`config.mk`:
```
export PLATFORM = sky130hd
export DESIGN_NAME = seq_scan_ctrl_flat
export DESIGN_NICKNAME = d
export VERILOG_FILES = /design/src/rtl/seq_scan_pkg.sv /design/src/rtl/seq_scan_ctrl_if.sv /design/src/rtl/pattern_match.sv /design/src/rtl/seq_scan_ctrl.sv /design/src/flat_wrapper.sv
export SDC_FILE = /design/constraint.sdc
export NUM_CORES = 1
export LEC_CHECK = 0
export ABC_AREA = 1
export BUFFER_PORTS_ARGS = -buffer_cell sky130_fd_sc_hd__buf_2
export CORE_MARGIN = 8
export CORE_UTILIZATION = 40
export CTS_CLUSTER_SIZE = 24
export DETAILED_ROUTE_END_ITERATION = 16
export REMOVE_ABC_BUFFERS = 1
export SYNTH_ARGS = -nofsm -noshare
export SYNTH_HDL_FRONTEND = slang
export SYNTH_SLANG_ARGS = --single-unit
export TNS_END_PERCENT = 10
```
`constraint.sdc`:
```
create_clock -name clk -period 2.5 [get_ports clk]
set_clock_uncertainty 0.1 [all_clocks]
set_input_delay 0.125 -clock clk [delete_from_list [all_inputs] [get_ports clk]]
set_output_delay 0.125 -clock clk [all_outputs]
set_load 0.05 [all_outputs]
```
`src/rtl/seq_scan_pkg.sv`:
```
// Shared types and constants for the serial pattern scanner.
package seq_scan_pkg;

  localparam int PAT_W     = 4;
  localparam int BYTE_W    = 8;
  localparam int CNT_W     = 8;
  localparam int BIT_IDX_W = $clog2(BYTE_W);
  // Fill must be able to represent 0..PAT_W inclusive.
  localparam int FILL_W    = $clog2(PAT_W + 1);

  localparam logic [CNT_W-1:0] CNT_MAX = {CNT_W{1'b1}};

  // Controller FSM encoding, also exported on the debug port.
  typedef enum logic [1:0] {
    ST_IDLE  = 2'd0,
    ST_WAIT  = 2'd1,
    ST_SHIFT = 2'd2,
    ST_DONE  = 2'd3
  } state_e;

  // Increment that sticks at CNT_MAX instead of wrapping.
  function automatic logic [CNT_W-1:0] sat_inc(input logic [CNT_W-1:0] v);
    return (v == CNT_MAX) ? v : v + 1'b1;
  endfunction

endpackage

```
`src/rtl/seq_scan_ctrl_if.sv`:
```
// Byte stream into the scanner.
//
// Handshake: a byte transfers on a rising clk edge where in_valid and
// in_ready are both high. in_data and in_last are meaningful only while
// in_valid is high and must stay stable until the transfer happens.
// in_ready may rise and fall independently of in_valid.
interface seq_scan_ctrl_if
  import seq_scan_pkg::*;
();

  logic              in_valid;
  logic              in_ready;
  logic [BYTE_W-1:0] in_data;
  logic              in_last;

  modport master (
    output in_valid,
    output in_data,
    output in_last,
    input  in_ready
  );

  modport slave (
    input  in_valid,
    input  in_data,
    input  in_last,
    output in_ready
  );

endinterface

```
`src/rtl/pattern_match.sv`:
```
// Bit-history shift register, fill tracking and pattern comparator.
// match is combinational for the bit being shifted this cycle; the
// controller registers it.
module pattern_match
  import seq_scan_pkg::*;
(
  input  logic             clk,
  input  logic             rst,
  input  logic             shift_en,
  input  logic             bit_in,
  input  logic             clr,
  input  logic [PAT_W-1:0] pattern,
  input  logic             overlap,
  output logic             match
);

  // A match needs PAT_W-1 valid bits already held so the incoming bit
  // completes a full window.
  localparam logic [FILL_W-1:0] FILL_ARM  = FILL_W'(PAT_W - 1);
  localparam logic [FILL_W-1:0] FILL_FULL = FILL_W'(PAT_W);

  logic [PAT_W-1:0]  hist_q, hist_d, hist_next;
  logic [FILL_W-1:0] fill_q, fill_d;

  // Oldest bit sits in the MSB, newest bit enters at the LSB.
  assign hist_next = {hist_q[PAT_W-2:0], bit_in};
  assign match     = shift_en && (fill_q >= FILL_ARM) && (hist_next == pattern);

  // Next history and fill: clear wins, otherwise advance on each shift.
  always_comb begin
    hist_d = hist_q;
    fill_d = fill_q;
    if (clr) begin
      hist_d = '0;
      fill_d = '0;
    end else if (shift_en) begin
      hist_d = hist_next;
      if (match && !overlap) begin
        // Non-overlapping mode: bits of this match cannot start another.
        fill_d = '0;
      end else if (fill_q != FILL_FULL) begin
        fill_d = fill_q + 1'b1;
      end
    end
  end

  // History and fill registers.
  always_ff @(posedge clk or negedge rst) begin
    if (!rst) begin
      hist_q <= '0;
      fill_q <= '0;
    end else begin
      hist_q <= hist_d;
      fill_q <= fill_d;
    end
  end

endmodule

```
`src/rtl/seq_scan_ctrl.sv`:
```
// Serial pattern scan controller: accepts bytes, serialises them MSB
// first (one bit per cycle) and counts occurrences of a 4-bit pattern.
module seq_scan_ctrl
  import seq_scan_pkg::*;
(
  input  logic             clk,
  input  logic             rst,
  input  logic             start,
  input  logic [PAT_W-1:0] cfg_pattern,
  input  logic             cfg_overlap,
  seq_scan_ctrl_if.slave   s_in,
  output logic             match_pulse,
  output logic [CNT_W-1:0] match_count,
  output logic             busy,
  output logic             done,
  output state_e           dbg_state
);

  state_e                 state_q, state_d;
  logic [BIT_IDX_W-1:0]   bit_idx_q, bit_idx_d;
  logic [BYTE_W-1:0]      data_q, data_d;
  logic                   last_q, last_d;
  logic [PAT_W-1:0]       pattern_q, pattern_d;
  logic                   overlap_q, overlap_d;
  logic                   pulse_q, pulse_d;
  logic [CNT_W-1:0]       count_q, count_d;

  logic                   accept;
  logic                   shift_en;
  logic                   bit_in;
  logic                   match;

  // start overrides everything, so it blocks both acceptance and shifting.
  assign s_in.in_ready = (state_q == ST_WAIT) && !start;
  assign accept        = s_in.in_valid && s_in.in_ready;
  assign shift_en      = (state_q == ST_SHIFT) && !start;
  assign bit_in        = data_q[bit_idx_q];

  pattern_match u_match (
    .clk      (clk),
    .rst      (rst),
    .shift_en (shift_en),
    .bit_in   (bit_in),
    .clr      (start),
    .pattern  (pattern_q),
    .overlap  (overlap_q),
    .match    (match)
  );

  // FSM next state plus byte/config capture.
  always_comb begin
    state_d   = state_q;
    bit_idx_d = bit_idx_q;
    data_d    = data_q;
    last_d    = last_q;
    pattern_d = pattern_q;
    overlap_d = overlap_q;
    if (start) begin
      // Restart from any state; an in-flight byte is dropped.
      state_d   = ST_WAIT;
      bit_idx_d = '0;
      pattern_d = cfg_pattern;
      overlap_d = cfg_overlap;
    end else begin
      case (state_q)
        ST_IDLE: begin
          state_d = ST_IDLE;
        end
        ST_WAIT: begin
          if (accept) begin
            data_d    = s_in.in_data;
            last_d    = s_in.in_last;
            bit_idx_d = BIT_IDX_W'(BYTE_W - 1);
            state_d   = ST_SHIFT;
          end
        end
        ST_SHIFT: begin
          if (bit_idx_q != '0) begin
            bit_idx_d = bit_idx_q - 1'b1;
          end else begin
            state_d = last_q ? ST_DONE : ST_WAIT;
          end
        end
        ST_DONE: begin
          state_d = ST_IDLE;
        end
        default: begin
          state_d = ST_IDLE;
        end
      endcase
    end
  end

  // Match pulse is the registered comparator result; count saturates.
  always_comb begin
    pulse_d = match;
    count_d = count_q;
    if (start) begin
      count_d = '0;
    end else if (match) begin
      count_d = sat_inc(count_q);
    end
  end

  // State, datapath and result registers.
  always_ff @(posedge clk or negedge rst) begin
    if (!rst) begin
      state_q   <= ST_IDLE;
      bit_idx_q <= '0;
      data_q    <= '0;
      last_q    <= 1'b0;
      pattern_q <= '0;
      overlap_q <= 1'b0;
      pulse_q   <= 1'b0;
      count_q   <= '0;
    end else begin
      state_q   <= state_d;
      bit_idx_q <= bit_idx_d;
      data_q    <= data_d;
      last_q    <= last_d;
      pattern_q <= pattern_d;
      overlap_q <= overlap_d;
      pulse_q   <= pulse_d;
      count_q   <= count_d;
    end
  end

  assign match_pulse = pulse_q;
  assign match_count = count_q;
  assign busy        = (state_q == ST_WAIT) || (state_q == ST_SHIFT);
  assign done        = (state_q == ST_DONE);
  assign dbg_state   = state_q;

endmodule

```
`src/flat_wrapper.sv`:
```
// flat-port wrapper written by rule: the top's interface ports become plain ports
module seq_scan_ctrl_flat import seq_scan_pkg::*;
  (clk, rst, start, cfg_pattern, cfg_overlap, match_pulse, match_count, busy, done, dbg_state, s_in_in_valid, s_in_in_data, s_in_in_last, s_in_in_ready);
  seq_scan_ctrl_if s_in_i ();
  input  logic clk;
  input  logic rst;
  input  logic start;
  input  logic [PAT_W-1:0] cfg_pattern;
  input  logic cfg_overlap;
  output logic match_pulse;
  output logic [CNT_W-1:0] match_count;
  output logic busy;
  output logic done;
  output state_e dbg_state;
  input wire logic [$bits(s_in_i.in_valid)-1:0] s_in_in_valid;
  input wire logic [$bits(s_in_i.in_data)-1:0] s_in_in_data;
  input wire logic [$bits(s_in_i.in_last)-1:0] s_in_in_last;
  output wire logic [$bits(s_in_i.in_ready)-1:0] s_in_in_ready;
  assign s_in_i.in_valid = s_in_in_valid;
  assign s_in_i.in_data = s_in_in_data;
  assign s_in_i.in_last = s_in_in_last;
  assign s_in_in_ready = s_in_i.in_ready;
  seq_scan_ctrl u_core (.clk(clk), .rst(rst), .start(start), .cfg_pattern(cfg_pattern), .cfg_overlap(cfg_overlap), .s_in(s_in_i), .match_pulse(match_pulse), .match_count(match_count), .busy(busy), .done(done), .dbg_state(dbg_state));
endmodule
```
==> tab_implementation.tex <==
\begin{tabular}{lr}
\hline
Metric & Value \\
\hline
\multicolumn{2}{l}{\textbf{Routing}} \\
\quad Via total after detailed routing & 1506 \\
\quad Post-detailed-route via-to-cell ratio & 4.63 \\
\quad Final wirelength & between 3000 and 4000 um \\
\quad DR pass1 iterations & 4 \\
\quad Residual DRC & 0 \\
\quad First-iteration detailed-routing DRC count & 39 \\
\quad Count of antenna-violating nets left after detailed routing & 0 \\
\quad WL per Instance & 11.3 um \\
\multicolumn{2}{l}{\textbf{Critical path}} \\
\quad Required time reported for the critical path endpoint & around 2600 ps \\
\quad R2r startpoint & u\_core.dbg\_state[0] \\
\quad Largest delay contributor family on the critical path & simple AND/OR/NAND/NOR gates \\
\quad Arrival time of data at the critical path endpoint & approximately 2100 ps \\
\quad Slowest cell on the critical path & dfrtp\_1 \\
\quad Number of cell instances on the worst register-to-register path & 11 \\
\quad Number of logic stages on the critical path including buffering & 11 \\
\quad Worst setup SP type & register \\
\quad Critical path capture point type & register \\
\quad Largest fanout of any net on the critical path & 10 \\
\quad Endpoint of the worst setup timing path & u\_core.match\_count[4] \\
\quad Reg-to-reg endpoint & u\_core.match\_count[4] \\
\quad Crit path largest cell delay & between 400 and 500 ps \\
\quad CP Class & register to register \\
\quad R2r setup slk & just under 500 ps \\
\quad Sum of buffers and inverters on the critical path & 2 \\
\quad Critical Path Source & u\_core.dbg\_state[0] \\
\quad Sequence of cells on the critical path & inv\_1 -> ha\_1 -> inv\_1 -> nor2\_2 -> nand4\_1 -> nor2\_2 -> nand3\_2 -> a21oi\_4 -> nor2\_4 -> nand2\_1 -> nand2\_1 \\
\multicolumn{2}{l}{\textbf{Yosys}} \\
\quad Post-synthesis sequential area ratio & a little under half \\
\quad Number of distinct standard cells referenced by the synthesized netlist & 29 \\
\quad Count of flip-flops with a built-in enable after synthesis & 0 \\
\quad Most used DFF post-synth & dfrtp\_1 \\
\quad Number of warnings issued by yosys & 0 \\
\quad Cell with the most instances after synthesis & nand2\_1 \\
\quad Synth top cells by count & nand2\_1, inv\_1, dfrtp\_1, nor2\_1 \\
\quad Largest area contributor in the netlist & dfrtp\_1 \\
\quad Synthesized area per cell & a little over 8 um\^{}2 \\
\quad Main area contributors after synthesis & dfrtp\_1, nand2\_1, inv\_1 \\
\quad Area share of the largest cell type after synthesis & a little under half \\
\quad Multiplexer share of the synthesized area & roughly 1.2\% \\
\quad Post-synthesis share of cell area spent on and, or, nand and nor gates & between 20\% and 30\% \\
\quad Main combinational cell family by area after synthesis & simple AND/OR/NAND/NOR gates \\
\quad Cell area after technology mapping & between 1500 and 2000 um\^{}2 \\
\quad Fraction of synthesis flops using an asynchronous set or reset pin & 100\% \\
\quad FF+latch count, synth & 34 \\
\quad Synthesized netlist cell count & approximately 220 \\
\quad Synthesized-area fraction occupied by ao, oa, aoi and oai cells & between 9 and 10\% \\
\quad Xor and xnor area share after synthesis & approximately 1.4\% \\
\quad Synthesized-area fraction occupied by adder cells & under 10\% \\
\multicolumn{2}{l}{\textbf{Clocking}} \\
\quad Clock slew at reported path FFs & roughly 70 ps \\
\quad Number of buffers created by CTS & 5 \\
\quad Clock tree from TritonCTS & built \\
\quad Cell chosen for the clock root & clkbuf\_8 \\
\quad Clk Latency, worst-skew pair & between 200 and 300 ps \\
\quad Cts repair resizes & 0 \\
\quad Maximum root-to-sink buffer count & 2 \\
\quad H-tree depth reported by CTS & 2 \\
\quad Number of clock sinks & 34 \\
\multicolumn{2}{l}{\textbf{Power and ir drop}} \\
\quad Total power draw & 2070 uW \\
\quad Leakage power & roughly 0.0012 uW \\
\quad Total power divided by cell area & between 900 and 1000 nW/um\^{}2 \\
\quad VDD IR max & $\sim$0.64 mV \\
\multicolumn{2}{l}{\textbf{Timing}} \\
\quad Fmax & approximately 500 MHz \\
\quad Fin. max-slew vios & 0 \\
\quad Final TNS setup & 0 ps \\
\quad Setup repair after global routing missed its margin & false \\
\quad Hold Slack & between 2 and 2.5 ps \\
\quad Final min period & between 2000 and 2500 ps \\
\quad Portion of the clock cycle consumed by the worst path in the final layout & approximately four fifths \\
\quad Setup violations, final & 0 \\
\quad Worst-case headroom to the max-slew limit & roughly 50\% \\
\quad Hold violation total from the final report & 0 \\
\quad Worst slew pin tran & around 750 ps \\
\multicolumn{2}{l}{\textbf{Layout}} \\
\quad Diode count & 0 \\
\quad Storage cell area & around 850 um\^{}2 \\
\quad Final Net Count & around 300 \\
\quad Synth-to-Final Area Change & 25.1\% \\
\quad Fill cell count & about 440 \\
\quad Final instance area & roughly 2300 um\^{}2 \\
\quad Ratio of cells with drive above 1 in the final layout & between 10\% and 20\% \\
\quad Fraction of the core area covered by cells at the end of the flow & between 50\% and 60\% \\
\quad Area of combinational cells with multiple inputs & approximately 820 um\^{}2 \\
\multicolumn{2}{l}{\textbf{Placement}} \\
\quad Input/output buffers & 31 \\
\quad Placer congestion estimate & 0.809 \\
\quad DP Area & roughly 2000 um\^{}2 \\
\quad Hpwl dp & about 2700 um \\
\multicolumn{2}{l}{\textbf{GRT}} \\
\quad Maximum number of pins on one net before global-route repair & 35 \\
\quad Initial antenna violation count & 0 \\
\quad Overflow after GRT & 0 \\
\quad Overall global routing resource usage & 10.9\% \\
\quad Global-route wire length before repair & 6520 um \\
\quad Via count of the first global-routing pass & roughly 1500 \\
\multicolumn{2}{l}{\textbf{Floorplan}} \\
\quad Initial cell density of the core & between 40\% and 50\% \\
\quad I/O pins & 32 \\
\quad Y dimension of the die & approximately 83 um \\
\quad Horiz. Die Dim & between 80 and 90 um \\
\quad Total Die Area & between 6000 and 7000 um\^{}2 \\
\quad Area of the core region & 4350 um\^{}2 \\
\quad Row Count & 24 \\
\multicolumn{2}{l}{\textbf{Hold path}} \\
\quad Classification of the worst-slack hold path & input pin to register \\
\multicolumn{2}{l}{\textbf{Flow run}} \\
\quad Number of maximum-capacitance constraint violations & 0 \\
\multicolumn{2}{l}{\textbf{Run status}} \\
\quad Run status & complete, no violations \\
\hline
\end{tabular}
layout by cell type, fill, tap and decap left out, drive strengths merged:
cell | Yosys | layout
nand2 | 61 | 61
o21ai | 10 | 10
o311ai | 1 | 1
or2 | 1 | 1
xnor2 | 2 | 2
mux2 | 2 | 2
nor4 | 1 | 1
a21oi | 10 | 10
a21o | 1 | 1
o211ai | 2 | 2
ha | 9 | 9
o22ai | 2 | 2
nand4 | 10 | 10
a221oi | 1 | 1
xor2 | 1 | 1
buf | 1 | 32
nand3 | 11 | 11
nand3b | 2 | 2
dfrtp | 34 | 34
dlygate4sd3 | 0 | 13
nor2 | 21 | 21
inv | 37 | 37
clkbuf | 2 | 8
nor3 | 1 | 1
report_power, final:
group          internal, uW  total, uW  switching, uW  leakage (uW)
Combinational           266        800            534      0.000726
Clock                   278        469            191     0.0000575
Sequential              699        803            104      0.000428
state kept, by name, indices dropped and copies added, names as in the netlist:
signal,count
u_core.match_pulse,1
u_core.dbg_state,2
u_core.data_q,8
u_core.u_match.hist_q,3
u_core.last_q,1
u_core.bit_idx_q,3
u_core.pattern_q,4
u_core.u_match.fill_q,3
u_core.overlap_q,1
u_core.match_count,8
routing by layer:
| layer | global-route usage, % | vias to the layer above | part of all wire [%] |
|---|---|---|---|
| met4 | 3.30 | 0 | 1.0 |
| li1 | - | 809 | - |
| met5 | 0 | - | 0 |
| met3 | 3.71 | 4 | 4.6 |
| met2 | 17.6 | 22 | 46 |
| met1 | 13.5 | 671 | 48 |
worst min-delay path by stage:
stage | slack (ps) | cells past startpoint | to | start
2_1_floorplan | -270 | 0 | u_core.bit_idx_q[0] | rst
3_5_place_dp | 150 | 1 | u_core.data_q[5] | rst
6_report | 2 | 3 | u_core.data_q[3] | s_in_in_data[3]
5_1_grt | 30 | 3 | u_core.data_q[3] | s_in_in_data[3]
4_1_cts | 3 | 3 | u_core.data_q[3] | s_in_in_data[3]
3_3_place_gp | 140 | 1 | u_core.data_q[5] | rst
cell type report:
cell class                 instances  share of cell area (%)
clock buffer                       8                    4.84
inverter                          37                    6.11
multi-input combinational        149                    35.9
sequential                        34                    37.4
tap                               52                    2.86
timing repair buffer              45                    12.9
logic make-up after synthesis:
kind of cell	after synthesis
simple gates	108
buf+inv	40
flops	34
compound gates	27
fa+ha+maj	9
xor+xnor	3
mux	2
metrics by stage:
step | std cells | worst slack, ps
after floorplan | 220 | -189
after global placement | 304 | 536
after detailed placement | 304 | 461
after CTS | 325 | 453
after global routing | 325 | 244
final | 325 | 480
worst register-to-register path, delay by kind of cell (launching register included):
kind / cells / cell delay (ps)
compound gates: 1 / 280
buf+inv: 2 / 170
simple gates: 7 / 750
flops: 1 / 430
fa+ha+maj: 1 / 180
timing repair:
item	in CTS	in global routing
hold buffers	13	0
hold endpoints to repair	46	0
setup buffers	0	0
(Power assumes the default switching activity.)
